<file path="src/rtl/keypad_scanner.sv">
// 4x4 keypad scan + 2-flop sync + debounce; ev <= SCAN_DIV+2+DEBOUNCE_CYCLES+1 cycles after a stable press.
// No back-pressure: one ev per press, spaced >= 2*DEBOUNCE_CYCLES+SCAN_DIV cycles by the release debounce.
module keypad_scanner #(
    parameter int SCAN_DIV        = 4,
    parameter int DEBOUNCE_CYCLES = 8
) (
    input  logic       clk,
    input  logic       reset,
    input  logic [3:0] kp_col_in,
    output logic [3:0] kp_row_out,
    output logic [3:0] col,
    output logic [3:0] row,
    output logic       ev
);

    typedef enum logic [1:0] {
        SCAN     = 2'd0,
        DEBOUNCE = 2'd1,
        FIRE     = 2'd2,
        HOLD     = 2'd3
    } state_t;

    localparam logic [15:0] DWELL_LAST = 16'(SCAN_DIV - 1);
    localparam logic [15:0] DEB_TARGET = 16'(DEBOUNCE_CYCLES);

    state_t      state_q;
    logic [3:0]  sync1_q;
    logic [3:0]  col_s_q;
    logic [3:0]  row_drv_q;
    logic [3:0]  cand_q;
    logic [3:0]  col_q;
    logic [3:0]  row_q;
    logic        ev_q;
    logic [15:0] dwell_q;
    logic [15:0] cnt_q;
    logic [15:0] rel_q;

    logic        one_cold_d;
    logic [3:0]  row_rot_d;
    logic [15:0] cnt_inc_d;
    logic [15:0] rel_inc_d;

    always_comb begin
        one_cold_d = 1'b0;
        case (col_s_q)
            4'b1110, 4'b1101, 4'b1011, 4'b0111: one_cold_d = 1'b1;
            default:                            one_cold_d = 1'b0;
        endcase
        row_rot_d = {row_drv_q[2:0], row_drv_q[3]};
        cnt_inc_d = cnt_q + 16'd1;
        rel_inc_d = rel_q + 16'd1;
    end

    always_ff @(posedge clk) begin
        if (reset) begin
            state_q   <= SCAN;
            sync1_q   <= 4'b1111;
            col_s_q   <= 4'b1111;
            row_drv_q <= 4'b1110;
            cand_q    <= 4'b1111;
            col_q     <= 4'b1111;
            row_q     <= 4'b1111;
            ev_q      <= 1'b0;
            dwell_q   <= 16'd0;
            cnt_q     <= 16'd0;
            rel_q     <= 16'd0;
        end else begin
            sync1_q <= kp_col_in;
            col_s_q <= sync1_q;
            ev_q    <= 1'b0;
            case (state_q)
                SCAN: begin
                    if (dwell_q == DWELL_LAST) begin
                        dwell_q <= 16'd0;
                        if (one_cold_d) begin
                            // Row stays driven so the debounce keeps watching the same key.
                            cand_q  <= col_s_q;
                            cnt_q   <= 16'd1;
                            state_q <= DEBOUNCE;
                        end else begin
                            row_drv_q <= row_rot_d;
                        end
                    end else begin
                        dwell_q <= dwell_q + 16'd1;
                    end
                end
                DEBOUNCE: begin
                    if (col_s_q == cand_q) begin
                        cnt_q <= cnt_inc_d;
                        if (cnt_inc_d == DEB_TARGET) begin
                            state_q <= FIRE;
                            col_q   <= cand_q;
                            row_q   <= row_drv_q;
                            ev_q    <= 1'b1;
                        end
                    end else begin
                        state_q   <= SCAN;
                        row_drv_q <= row_rot_d;
                        dwell_q   <= 16'd0;
                    end
                end
                FIRE: begin
                    state_q <= HOLD;
                    rel_q   <= 16'd0;
                end
                HOLD: begin
                    // Only the held row is driven, so keys on other rows are invisible here.
                    if (col_s_q == 4'b1111) begin
                        rel_q <= rel_inc_d;
                        if (rel_inc_d == DEB_TARGET) begin
                            state_q   <= SCAN;
                            row_drv_q <= row_rot_d;
                            dwell_q   <= 16'd0;
                        end
                    end else begin
                        rel_q <= 16'd0;
                    end
                end
                default: state_q <= SCAN;
            endcase
        end
    end

    assign kp_row_out = row_drv_q;
    assign col        = col_q;
    assign row        = row_q;
    assign ev         = ev_q;

endmodule

</file>
<file path="config.mk">
export PLATFORM = sky130hd
export DESIGN_NAME = keypad_scanner
export DESIGN_NICKNAME = d
export VERILOG_FILES = /design/src/rtl/keypad_scanner.sv
export SDC_FILE = /design/constraint.sdc
export NUM_CORES = 1
export LEC_CHECK = 0
export ABC_AREA = 1
export BUFFER_PORTS_ARGS = -buffer_cell sky130_fd_sc_hd__buf_2
export CAP_MARGIN = 20
export CORE_MARGIN = 4
export CORE_UTILIZATION = 66
export CTS_CLUSTER_DIAMETER = 100
export DETAILED_ROUTE_END_ITERATION = 8
export PLACE_DENSITY = 0.83
export SYNTH_ARGS = -nofsm -noshare
export SYNTH_HDL_FRONTEND = slang
export SYNTH_SLANG_ARGS = --single-unit
</file>
<file path="constraint.sdc">
create_clock -name clk -period 6.2 [get_ports clk]
set_input_delay 0.31 -clock clk [delete_from_list [all_inputs] [get_ports clk]]
set_output_delay 0.31 -clock clk [all_outputs]
set_load 0.02 [all_outputs]
</file>
==> metrics.md <==
| Metric | Value |
|---|---|
| Setup TNS Final | 0 ns |
| Iter 0 DRT Violations | 319 |
| Die Y | 87.12 µm |
| Cells after Synth | 625 |
| Hpwl dp | 6.425 mm |
| Largest net degree at the start of global routing | 50 |
| CP cell instances | ha_1 -> nand2_1 -> nor2_2 -> nand2_1 -> nand2_1 -> nand2_1 -> nor2_1 -> nand2_1 -> nor2_2 -> nand2_2 -> nand2_1 -> nand2_1 -> o21ai_0 -> a21oi_1 |
| F_max | 393.1 MHz |
| Hold Path Origin | kp_col_in[1] |
| Final Critical Period | 2.544 ns |
| Post-Syn Area per Cell | 6.610 µm² |
| Worst-case clock skew | 0.008125 ns |
| H-tree levels | 3 |
| Clk pin slew, worst setup/hold paths | 0.08 ns |
| Worst-margin pin slew | 0.9008 ns |
| Final Wtd Congestion | 0.8832 |
| Filler cells | 512 |
| Number of synthesized flops with an enable pin | 0 |
| CTS Hold Buffers Added | 0 |
| Post-synth top flop | dfxtp_1 |
| Area of the core | 5991 µm² |
| Syn Nets | 635 |
| Critical path endpoint category | register |
| Synth warn | 0 |
| Die area | 7590 µm² |
| Initial core utilization | 68.96% |
| Sequential area share after synthesis | 36.34% |
| Die X | 87.12 µm |
| Clock sink total | 75 |
| Hold EP | sync1_q[1]$_SDFF_PP1_ |
| Netlist cell types | 35 |
| Routed len/inst | 12.92 µm |
| CP max stage cell | nand2_1 |
| Startpoint types | register |
| Worst EP arrival | 2.76 ns |
| Fin crit share | 41.04% |
| Initial antenna violation count | 0 |
| Via Count | 4021 |
| Cells on worst reg2reg path | 14 |
| Final Max Slew Viols | 0 |
| VDD IR max | 170.9 µV |
| Register area | 1501 µm² |
| HP Class | primary input to register |
| Vias/cell | 5.600 |
| First-pass GRT wire length | 16.28 mm |
| Worst Path Buf+Inv | 0 |
| Antenna diode count | 0 |
| Inserted Clock Buffers | 9 |
| Final non-filler cell total | 718 |
| Residual DRC count | 0 |
| Postcts setup bufs | 0 |
| Grt total ovfl | 0 |
| Max-slew headroom at the worst pin | 39.95% |
| Total track usage | 26.22% |
| Detailed Routing Iterations Pass 1 | 4 |
| Worst EP required | 6.42 ns |
| Final setup fails | 0 |
| Boundary Pins | 19 |
| WL final | 9.276 mm |
| PwrDens | 221.3 nW/µm² |
| WS Path Type | register to register |
| Max clock buf depth | 2 |
| CTS root buffer | clkbuf_8 |
| Netlist Area Pre-Place | 4131 µm² |
| FF-to-FF Start | rel_q[0]$_SDFFE_PP0P_ |
| Resized Gates After CTS | 0 |
| Placed insts | 702 |
| Reg2Reg Setup Slack | 3.66 ns |
| Yosys reg bits | 75 |
| Most common cell on crit path | nand2_1 |
| Area Growth Syn to Fin | 7.420% |
| Ys async rst share | 0% |
| Critical path peak fanout | 22 |
| Status | complete, no violations |
| # nets final | 648 |
| CP top delay family | simple AND/OR/NAND/NOR gates |
| Pleak | 1.833 nW |
| Worst path max stage delay | 0.40 ns |
| Hold Path Cell Cnt | 2 |
| RSZ-0062 raised after global routing | no |
| Hold Fails Final Rpt | 0 |
| I/O Buffers | 18 |
| Share of layout cells above drive strength 1 | 10.73% |
| CTS tree | yes |
| Row count | 28 |
| R2r endpoint | dwell_q[3]$_SDFFE_PP0P_ |
| Multi-input logic area | 2291 µm² |
| Max-Cap Viols | 0 |
| Vias in the first global route | 3718 |
| Skew-Pair Late Insertion Delay | 0.36 ns |
| DRT antenna net count | 0 |
power by group:
part / switching, mW / internal, mW
Combinational: 0.0519 / 0.0268
Clock: 0.194 / 0.199
Sequential: 0.0148 / 0.495
registers in the layout, indices dropped and copies added (netlist names), named ones only:
signal      flops
cand_q          4
cnt_q          16
sync1_q         4
dwell_q        16
state_q         1
col_s_q         4
kp_row_out      4
ev              1
col             4
row             4
rel_q          16
cell usage in the layout (no fill, tap or decap), types with 2 or more instances in the layout:
cell type  netlist  layout
dfxtp_1         75      75
o21ai_0         24      24
nand2_1        183     183
nand3_2          7       7
nand2_2          3       3
ha_1             4       4
clkbuf_8         0      10
a21oi_1         54      54
nor3_1           7       7
clkinv_1         2       2
nand3_1         58      58
inv_1           64      64
nor4_1           6       6
xnor2_1          5       5
xor2_1           7       7
or2_2            8       8
nor2_1          57      57
o211ai_2         4       4
nand4_1         19      19
o21bai_1         2       2
clkinv_4         0       2
nor2_4           2       2
nand3b_1         2       2
buf_2            7      18
nor2_2           5       5
worst reg2reg max path: stages, from the launching register on:
cell,delay [ns]
dfxtp_1,0.39
ha_1,0.25
nand2_1,0.13
nor2_2,0.19
nand2_1,0.07
nand2_1,0.06
nand2_1,0.06
nor2_1,0.10
nand2_1,0.07
nor2_2,0.09
nand2_2,0.09
nand2_1,0.08
nand2_1,0.40
o21ai_0,0.35
a21oi_1,0.07
worst max path at each step:
| stage | from | to | slack (ns) | cells after the start |
|---|---|---|---|---|
| 6_report | rel_q[0]$_SDFFE_PP0P_ | dwell_q[3]$_SDFFE_PP0P_ | 3.66 | 14 |
| 2_1_floorplan | cnt_q[0]$_SDFFE_PP0P_ | col[2]$_SDFFE_PP1P_ | 4.24 | 13 |
| 3_3_place_gp | reset | cnt_q[0]$_SDFFE_PP0P_ | 3.78 | 4 |
| 4_1_cts | rel_q[0]$_SDFFE_PP0P_ | dwell_q[3]$_SDFFE_PP0P_ | 3.69 | 14 |
| 3_5_place_dp | rel_q[0]$_SDFFE_PP0P_ | dwell_q[3]$_SDFFE_PP0P_ | 3.73 | 14 |
| 5_1_grt | rel_q[0]$_SDFFE_PP0P_ | dwell_q[13]$_SDFFE_PP0P_ | 3.28 | 15 |
synth_stat cells, drive strengths merged, types with 4 or more instances:
cell    instances  area, µm²
a21oi          55      279.0
buf             9      57.55
clkbuf          8      30.03
dfxtp          75       1501
ha              4      50.05
inv            65      244.0
nand2         187      716.9
nand3          65      360.3
nand4          19      118.9
nor2           64      267.8
nor3            8      51.30
nor4            6      37.54
o211ai          5      57.56
o21ai          26      133.9
or2             8      50.05
xnor2           5      43.79
xor2            7      61.31
through the flow:
| stage | util [%] | hold WS (ns) | worst slack [ns] | power (mW) | instance area (µm²) |
|---|---|---|---|---|---|
| final | 74.08 | 0.1242 | 3.656 | 0.9821 | 4438 |
| after CTS | 74.08 | 0.1208 | 3.691 | 0.9854 | 4438 |
| after global routing | 74.08 | 0.1204 | 3.281 | 1.022 | 4438 |
| after global placement | 70.70 | 0.3919 | 3.784 | 0.5952 | 4235 |
| after floorplan | - | 0.3895 | 4.245 | 0.5783 | 4131 |
| after detailed placement | 70.70 | 0.3923 | 3.727 | 0.5988 | 4235 |
kinds of logic (layout without fill, tap and decap cells):
group | count (synthesis) | count (layout) | synth area share (%)
simple gates | 359 | 359 | 39.16
compound gates | 91 | 91 | 12.54
buf+inv | 84 | 102 | 8.207
flops | 75 | 75 | 36.34
xor+xnor | 12 | 12 | 2.544
fa+ha+maj | 4 | 4 | 1.211
per-layer routing:
metal  wire length, µm  track usage, %
met1              4347           33.84
met3               364           4.920
met5                 0               0
met2              4463           44.79
met4               100           7.252
area by class of cell:
| class | instances | area share [%] |
|---|---|---|
| sequential | 75 | 33.83 |
| clock buffer | 11 | 3.186 |
| tap | 75 | 2.114 |
| timing repair buffer | 19 | 2.199 |
| clock inverter | 5 | 1.381 |
| multi-input combinational | 466 | 51.62 |
| inverter | 67 | 5.667 |
No activity file was read; power rests on OpenSTA's default activity.
